===== config.mk =====
export PLATFORM = sky130hd
export DESIGN_NAME = pe_result_drain
export DESIGN_NICKNAME = d
export VERILOG_FILES = /design/src/rtl/systolic_pkg.sv /design/src/rtl/drain_fifo.sv /design/src/rtl/pe_result_drain.sv
export SDC_FILE = /design/constraint.sdc
export NUM_CORES = 1
export LEC_CHECK = 0
export CORE_MARGIN = 8
export CORE_UTILIZATION = 45
export DETAILED_ROUTE_END_ITERATION = 7
export GPL_TIMING_DRIVEN = 1
export PLACE_DENSITY = 0.65
export SYNTH_ARGS = -nofsm -noshare
export SYNTH_HDL_FRONTEND = slang
export SYNTH_SLANG_ARGS = --single-unit

===== constraint.sdc =====
create_clock -name clk -period 6.5 [get_ports clk]
set_input_delay 0.65 -clock clk [delete_from_list [all_inputs] [get_ports clk]]
set_output_delay 0.65 -clock clk [all_outputs]
set_load 0.02 [all_outputs]

===== src/rtl/systolic_pkg.sv =====
// Shared definitions for the systolic array result path: widths, the
// lane-index width helper, the drain FIFO entry layout and job states.
package systolic_pkg;

  localparam int DW         = 16;
  localparam int LANE_W_MAX = 4;

  function automatic int clog2(input int n);
    int r;
    r = 0;
    while ((1 << r) < n) r++;
    return r;
  endfunction

  // Lane index needs at least one bit even for a single lane.
  function automatic int lane_w(input int n);
    return (clog2(n) < 1) ? 1 : clog2(n);
  endfunction

  typedef struct packed {
    logic [LANE_W_MAX-1:0] lane;
    logic                  sat;
    logic [DW-1:0]         data;
  } fifo_entry_t;

  typedef enum logic {
    ST_IDLE = 1'b0,
    ST_RUN  = 1'b1
  } job_state_t;

endpackage


===== src/rtl/drain_fifo.sv =====
// Synchronous FIFO for drained results; the head entry is read straight
// from the storage registers so the output side never sees input paths.
module drain_fifo #(
  parameter int W     = 19,
  parameter int DEPTH = 8
) (
  input  logic                                clk,
  input  logic                                rst,
  input  logic                                flush,
  input  logic                                push,
  input  logic [W-1:0]                        push_data,
  input  logic                                pop,
  output logic [W-1:0]                        head,
  output logic                                full,
  output logic                                empty,
  output logic [systolic_pkg::clog2(DEPTH):0] count
);
  import systolic_pkg::*;

  localparam int AW = clog2(DEPTH);
  localparam int CW = AW + 1;

  logic [W-1:0]  mem_q [DEPTH];
  logic [W-1:0]  mem_d [DEPTH];
  logic [AW-1:0] wr_ptr_q, wr_ptr_d;
  logic [AW-1:0] rd_ptr_q, rd_ptr_d;
  logic [CW-1:0] count_q, count_d;
  logic          do_push, do_pop;

  assign full    = (count_q == CW'(DEPTH));
  assign empty   = (count_q == '0);
  assign count   = count_q;
  assign head    = mem_q[rd_ptr_q];
  assign do_push = push & ~full;
  assign do_pop  = pop & ~empty;

  always_comb begin
    mem_d    = mem_q;
    wr_ptr_d = wr_ptr_q;
    rd_ptr_d = rd_ptr_q;
    count_d  = count_q;
    if (flush) begin
      wr_ptr_d = '0;
      rd_ptr_d = '0;
      count_d  = '0;
    end else begin
      if (do_push) begin
        mem_d[wr_ptr_q] = push_data;
        wr_ptr_d        = wr_ptr_q + AW'(1);
      end
      if (do_pop) rd_ptr_d = rd_ptr_q + AW'(1);
      case ({do_push, do_pop})
        2'b10:   count_d = count_q + CW'(1);
        2'b01:   count_d = count_q - CW'(1);
        default: count_d = count_q;
      endcase
    end
  end

  always_ff @(posedge clk) begin
    mem_q <= mem_d;
  end

  always_ff @(posedge clk) begin
    if (rst) begin
      wr_ptr_q <= '0;
      rd_ptr_q <= '0;
      count_q  <= '0;
    end else begin
      wr_ptr_q <= wr_ptr_d;
      rd_ptr_q <= rd_ptr_d;
      count_q  <= count_d;
    end
  end

endmodule


===== src/rtl/pe_result_drain.sv =====
// Captures PE results per lane, drains them round-robin into a FIFO and
// streams them out, counting emitted results against the job total.
module pe_result_drain #(
  parameter int NPE   = 4,
  parameter int DW    = 16,
  parameter int DEPTH = 8
) (
  input  logic                                  clk,
  input  logic                                  rst,
  input  logic                                  start,
  input  logic [15:0]                           total_results,
  input  logic [NPE-1:0]                        se,
  input  logic [NPE*DW-1:0]                     s_out,
  input  logic [NPE-1:0]                        sat,
  output logic                                  out_valid,
  input  logic                                  out_ready,
  output logic [DW-1:0]                         out_data,
  output logic [systolic_pkg::lane_w(NPE)-1:0]  out_lane,
  output logic                                  out_sat,
  output logic                                  busy,
  output logic                                  done,
  output logic                                  overrun
);
  import systolic_pkg::*;

  localparam int LW = lane_w(NPE);
  localparam int EW = LW + 1 + DW;

  logic [NPE-1:0]  pend_q, pend_d;
  logic [NPE-1:0]  lsat_q, lsat_d;
  logic [DW-1:0]   ldata_q [NPE];
  logic [DW-1:0]   ldata_d [NPE];
  logic [LW-1:0]   rr_q, rr_d;
  job_state_t      state_q, state_d;
  logic [15:0]     total_q, total_d;
  logic [15:0]     cnt_q, cnt_d;
  logic            ovr_q, ovr_d;

  logic            hi_vld, lo_vld, gnt_vld;
  logic [LW-1:0]   hi_idx, lo_idx, gnt_idx;
  logic [EW-1:0]   head;
  logic            f_full, f_empty, hs;
  logic [clog2(DEPTH):0] f_count;

  // Descending scan leaves the lowest pending index at or above the pointer
  // in hi_idx and the lowest overall in lo_idx (the wrap-around candidate).
  always_comb begin
    hi_vld = 1'b0;
    lo_vld = 1'b0;
    hi_idx = '0;
    lo_idx = '0;
    for (int i = NPE - 1; i >= 0; i--) begin
      if (pend_q[i]) begin
        lo_vld = 1'b1;
        lo_idx = LW'(i);
        if (LW'(i) >= rr_q) begin
          hi_vld = 1'b1;
          hi_idx = LW'(i);
        end
      end
    end
    gnt_idx = hi_vld ? hi_idx : lo_idx;
    gnt_vld = (hi_vld | lo_vld) & ~f_full & ~start;
  end

  always_comb begin
    pend_d  = pend_q;
    lsat_d  = lsat_q;
    ldata_d = ldata_q;
    ovr_d   = ovr_q;
    rr_d    = rr_q;
    if (gnt_vld) rr_d = (gnt_idx == LW'(NPE - 1)) ? '0 : gnt_idx + LW'(1);
    for (int i = 0; i < NPE; i++) begin
      if (start) begin
        pend_d[i] = 1'b0;
      end else if (se[i]) begin
        // A lane being granted frees its register in the same cycle.
        if (!pend_q[i] || (gnt_vld && gnt_idx == LW'(i))) begin
          pend_d[i]  = 1'b1;
          lsat_d[i]  = sat[i];
          ldata_d[i] = s_out[i*DW +: DW];
        end else begin
          ovr_d = 1'b1;
        end
      end else if (gnt_vld && gnt_idx == LW'(i)) begin
        pend_d[i] = 1'b0;
      end
    end
    if (start) ovr_d = 1'b0;
  end

  always_comb begin
    state_d = state_q;
    total_d = total_q;
    cnt_d   = cnt_q;
    done    = 1'b0;
    case (state_q)
      ST_IDLE: begin
        if (start) begin
          state_d = ST_RUN;
          total_d = total_results;
          cnt_d   = '0;
        end
      end
      ST_RUN: begin
        if (start) begin
          total_d = total_results;
          cnt_d   = '0;
        end else if (total_q == '0) begin
          done    = 1'b1;
          state_d = ST_IDLE;
        end else if (hs) begin
          cnt_d = cnt_q + 16'd1;
          if (cnt_q + 16'd1 == total_q) begin
            done    = 1'b1;
            state_d = ST_IDLE;
          end
        end
      end
      default: state_d = ST_IDLE;
    endcase
  end

  always_ff @(posedge clk) begin
    if (rst) begin
      pend_q  <= '0;
      lsat_q  <= '0;
      for (int i = 0; i < NPE; i++) ldata_q[i] <= '0;
      rr_q    <= '0;
      state_q <= ST_IDLE;
      total_q <= '0;
      cnt_q   <= '0;
      ovr_q   <= 1'b0;
    end else begin
      pend_q  <= pend_d;
      lsat_q  <= lsat_d;
      ldata_q <= ldata_d;
      rr_q    <= rr_d;
      state_q <= state_d;
      total_q <= total_d;
      cnt_q   <= cnt_d;
      ovr_q   <= ovr_d;
    end
  end

  drain_fifo #(.W(EW), .DEPTH(DEPTH)) u_fifo (
    .clk       (clk),
    .rst       (rst),
    .flush     (start),
    .push      (gnt_vld),
    .push_data ({gnt_idx, lsat_q[gnt_idx], ldata_q[gnt_idx]}),
    .pop       (hs),
    .head      (head),
    .full      (f_full),
    .empty     (f_empty),
    .count     (f_count)
  );

  // Stream contract: an entry transfers on a cycle with out_valid and
  // out_ready both high; while out_ready is low the head stays put.
  assign hs        = out_ready & ~f_empty;
  assign out_valid = (f_count != '0);
  assign out_lane  = out_valid ? head[EW-1 -: LW] : '0;
  assign out_sat   = out_valid ? head[DW] : 1'b0;
  assign out_data  = out_valid ? head[DW-1:0] : '0;
  assign busy      = (state_q == ST_RUN);
  assign overrun   = ovr_q;

endmodule


==> results_dict.tcl <==
set metrics [dict create \
    status "completed" \
    detailedPlacementHpwl_mm 17.32 \
    worst_setup_slack_post_dpl_ps 2936 \
    min-delay-path-class "flip-flop to flip-flop" \
    grt_pass1_vias 7332 \
    clk-insertion-delay-late_ps 550 \
    critical_path.reg2reg.endpoint "ldata_q[23]" \
    tightest_slew_ps 1243 \
    report.final.hold_viol_count 0 \
    clock_tree.buffer_depth 3 \
    final_critical_path_setup_slack_ps 2391 \
    holdPathStages 2 \
    period_share_pct 63.21 \
    globalRouteTotalUtil_pct 16.53 \
    crit_type "flip-flop to output port" \
    largest_net_degree_at_the_start_of_global_routing 89 \
    setup.worst_path.start "cnt_q[0]" \
    ys_async_rst_share_pct 0 \
    setup.worst_path.start_class "flip-flop" \
    drtAntennaViolNets 0 \
    fmaxAchievable_mhz 243.4 \
    rows 58 \
    cells_on_worst_reg2reg_path 11 \
    shortest_period_the_worst_path_allows_ps 4109 \
    drv_slew 0 \
    tritonroute_pass_1_iters 6 \
    ctsHoldBuffers 0 \
    ys_ff_latch 270 \
    layout_common_cells "sky130_fd_sc_hd__nand2_1, sky130_fd_sc_hd__edfxtp_1, sky130_fd_sc_hd__dfxtp_1, sky130_fd_sc_hd__clkdlybuf4s50_1, sky130_fd_sc_hd__mux2i_1" \
    synthToLayoutAreaGrowth_pct 20.45 \
    clock-skew-final_ps 14.20 \
    grt_pass1_wl_mm 40.98 \
    port-buffer-count 114 \
    route.layer.met1.wl_mm 11.55 \
    drt-vias-per-instance 5.261 \
    ys_types 55 \
    unrepaired_setup_endpoints_after_global_routing "no" \
    wl_met3_mm 1.844 \
    wl_per_cell_um 18.68 \
    critical_path.endpoint "done" \
    cts.sinks 270 \
    detail_route.drc_violations 0 \
    maximum_level_of_the_cts_h_tree 1 \
    design.die.area_sq_mm 0.03099 \
    diodes 0 \
    layout.cells.most_common "sky130_fd_sc_hd__nand2_1" \
    setup.reg_to_reg.worst_slack_ps 2960 \
    post_cts_resized 0 \
    dr.max_layer_used "met4" \
    finish.utilization_pct 55.13 \
    dr_total_vias 7328 \
    global_route.overflow_total 0 \
    wl_met2_mm 12.10 \
    crit_path_end_kind "output port" \
    synthesis.yosys.warnings 0 \
    cts-buffers-inserted 28 \
    syn_area_sq_mm 0.01153 \
    worstPathRequired_ps 5850 \
    finalWirelength_mm 26.02 \
    clock_tree_from_tritoncts "built" \
    totalNegativeSetupSlack_ps 0 \
    die_span_x_um 176.0 \
    drv.max_cap_violation_count 0 \
    root_buffer_master "sky130_fd_sc_hd__clkbuf_16" \
    power_per_cell_area_mw_per_mm2 273.1 \
    die-height_um 176.0 \
    clk_transition_reported_paths_ps 60 \
    worst_ep_arrival_time_ps 3460 \
    post_route_cells_drive_above_1_share_pct 10.91 \
    core_region_area_sq_mm 0.02518 \
    timing.max_slew.rel_slack_pct 16.77 \
    top_level_ports 115 \
    ys_seq_area_share_pct 60.10 \
    synth_fp_nets 1040 \
    p_leak_nw 4.494 \
    synth_enable_flop_cells 152 \
    setup_viol 0 \
    detailedRoute.firstIterationViolations 561 \
    final_weighted_congestion_in_routability_driven_placement 0.8433 \
    post_synth.cell_area_avg_sq_um 12.30 \
    rr_startpoint "pend_q[0]" \
    synth_cells 937 \
    max_ir_drop_vdd_mv 0.1885 \
    postSynth.topFlopCell "sky130_fd_sc_hd__edfxtp_1" \
    final_nets 1144 \
    crit_path_max_fanout 10 \
    number_of_setup_buffers_added_after_cts 0 \
    grt_antenna_before_repair 0 \
    initial_core_util_pct 45.77 \
]
## registers in the layout, summed over array words and instances, names as in the netlist
register	flops
overrun	1
u_fifo.wr_ptr_q	3
pend_q	4
ldata_q	64
u_fifo.rd_ptr_q	3
u_fifo.mem_q	152
lsat_q	4
cnt_q	16
total_q	16
u_fifo.count	4
rr_q	2
busy	1
## per-layer routing
layer | vias up | track usage, %
li1 | 3579 | -
met1 | 3504 | 22.68
met2 | 213 | 26.23
met3 | 32 | 3.397
met4 | 0 | 4.627
met5 | - | 0
## worst max-delay path, stage by stage, from the launching register on
cell,delay (ps)
sky130_fd_sc_hd__dfxtp_1,450
sky130_fd_sc_hd__ha_1,270
sky130_fd_sc_hd__nand3_1,320
sky130_fd_sc_hd__or3_1,450
sky130_fd_sc_hd__a31oi_1,170
sky130_fd_sc_hd__nand3_1,110
sky130_fd_sc_hd__o41ai_1,320
sky130_fd_sc_hd__and3_1,200
sky130_fd_sc_hd__clkdlybuf4s50_1,610
## metrics by stage
step | cell area (sq um) | total power [W] | hold slack [ps] | std cells
after global routing | 13880 | 0.003916 | 469.9 | 1393
final | 13880 | 0.003791 | 453.7 | 1393
after global placement | 12950 | 0.002219 | 440.8 | 1341
after detailed placement | 12950 | 0.002224 | 445.8 | 1341
after floorplan | 11530 | 0.002093 | 435.7 | 937
after CTS | 13880 | 0.003823 | 454.3 | 1393
## layout make-up
type	count	area (sq um)
fill	2134	11300
sequential	270	6928
multi-input combinational	596	4299
timing repair buffer	129	1249
clock buffer	32	715.7
tap	330	412.9
clock inverter	20	219.0
inverter	16	60.06
## Yosys cell counts (3+ instances only)
library cell	n	area, sq um
sky130_fd_sc_hd__or3b_1	4	35.03
sky130_fd_sc_hd__buf_6	8	90.09
sky130_fd_sc_hd__clkbuf_1	26	97.59
sky130_fd_sc_hd__nor2_1	81	304.0
sky130_fd_sc_hd__nor3_1	8	40.04
sky130_fd_sc_hd__ha_1	10	125.1
sky130_fd_sc_hd__nor3b_2	3	37.54
sky130_fd_sc_hd__mux4_2	38	855.8
sky130_fd_sc_hd__dfxtp_1	118	2362
sky130_fd_sc_hd__nand3_1	8	40.04
sky130_fd_sc_hd__nor4_1	9	56.30
sky130_fd_sc_hd__and4_1	4	35.03
sky130_fd_sc_hd__mux2i_1	88	880.8
sky130_fd_sc_hd__and3_1	3	18.77
sky130_fd_sc_hd__nand2_1	160	600.6
sky130_fd_sc_hd__buf_1	6	22.52
sky130_fd_sc_hd__nor3b_1	5	37.54
sky130_fd_sc_hd__a21oi_2	3	26.28
sky130_fd_sc_hd__xor2_1	11	96.34
sky130_fd_sc_hd__nand4_1	8	50.05
sky130_fd_sc_hd__xnor2_1	29	254.0
sky130_fd_sc_hd__a21oi_1	83	415.4
sky130_fd_sc_hd__o21ai_0	4	20.02
sky130_fd_sc_hd__buf_2	14	70.07
sky130_fd_sc_hd__edfxtp_1	152	4564
sky130_fd_sc_hd__inv_1	15	56.30
sky130_fd_sc_hd__a31oi_1	3	18.77
sky130_fd_sc_hd__o41ai_1	3	26.28
sky130_fd_sc_hd__or3_1	3	18.77
## cell families (layout without fill, tap and decap cells)
kind of cell	after synthesis	in the layout	synth area share, %
AO/OA/AOI/OAI	111	111	5.634
XOR/XNOR	40	40	3.039
adder cells (fa/ha/maj)	11	11	1.259
buffers and inverters	71	197	3.018
flip-flops	270	270	60.10
multiplexers	126	126	15.07
AND/OR/NAND/NOR	308	308	11.89
## report_power, final
group	total, W	switching, W	internal, W
combinational	0.000309	0.000168	0.000141
clock	0.00161	0.000657	0.000951
sequential	0.00187	0.0000233	0.00185
## worst min-delay path by stage
stage,start,end,slack [ps]
floorplan,ldata_q[16],ldata_q[16],440
global placement,ldata_q[54],ldata_q[54],440
detailed placement,ldata_q[28],ldata_q[28],450
CTS,ldata_q[28],ldata_q[28],450
global route,ldata_q[36],ldata_q[36],470
finish,ldata_q[28],ldata_q[28],450
(Power assumes the default switching activity.)
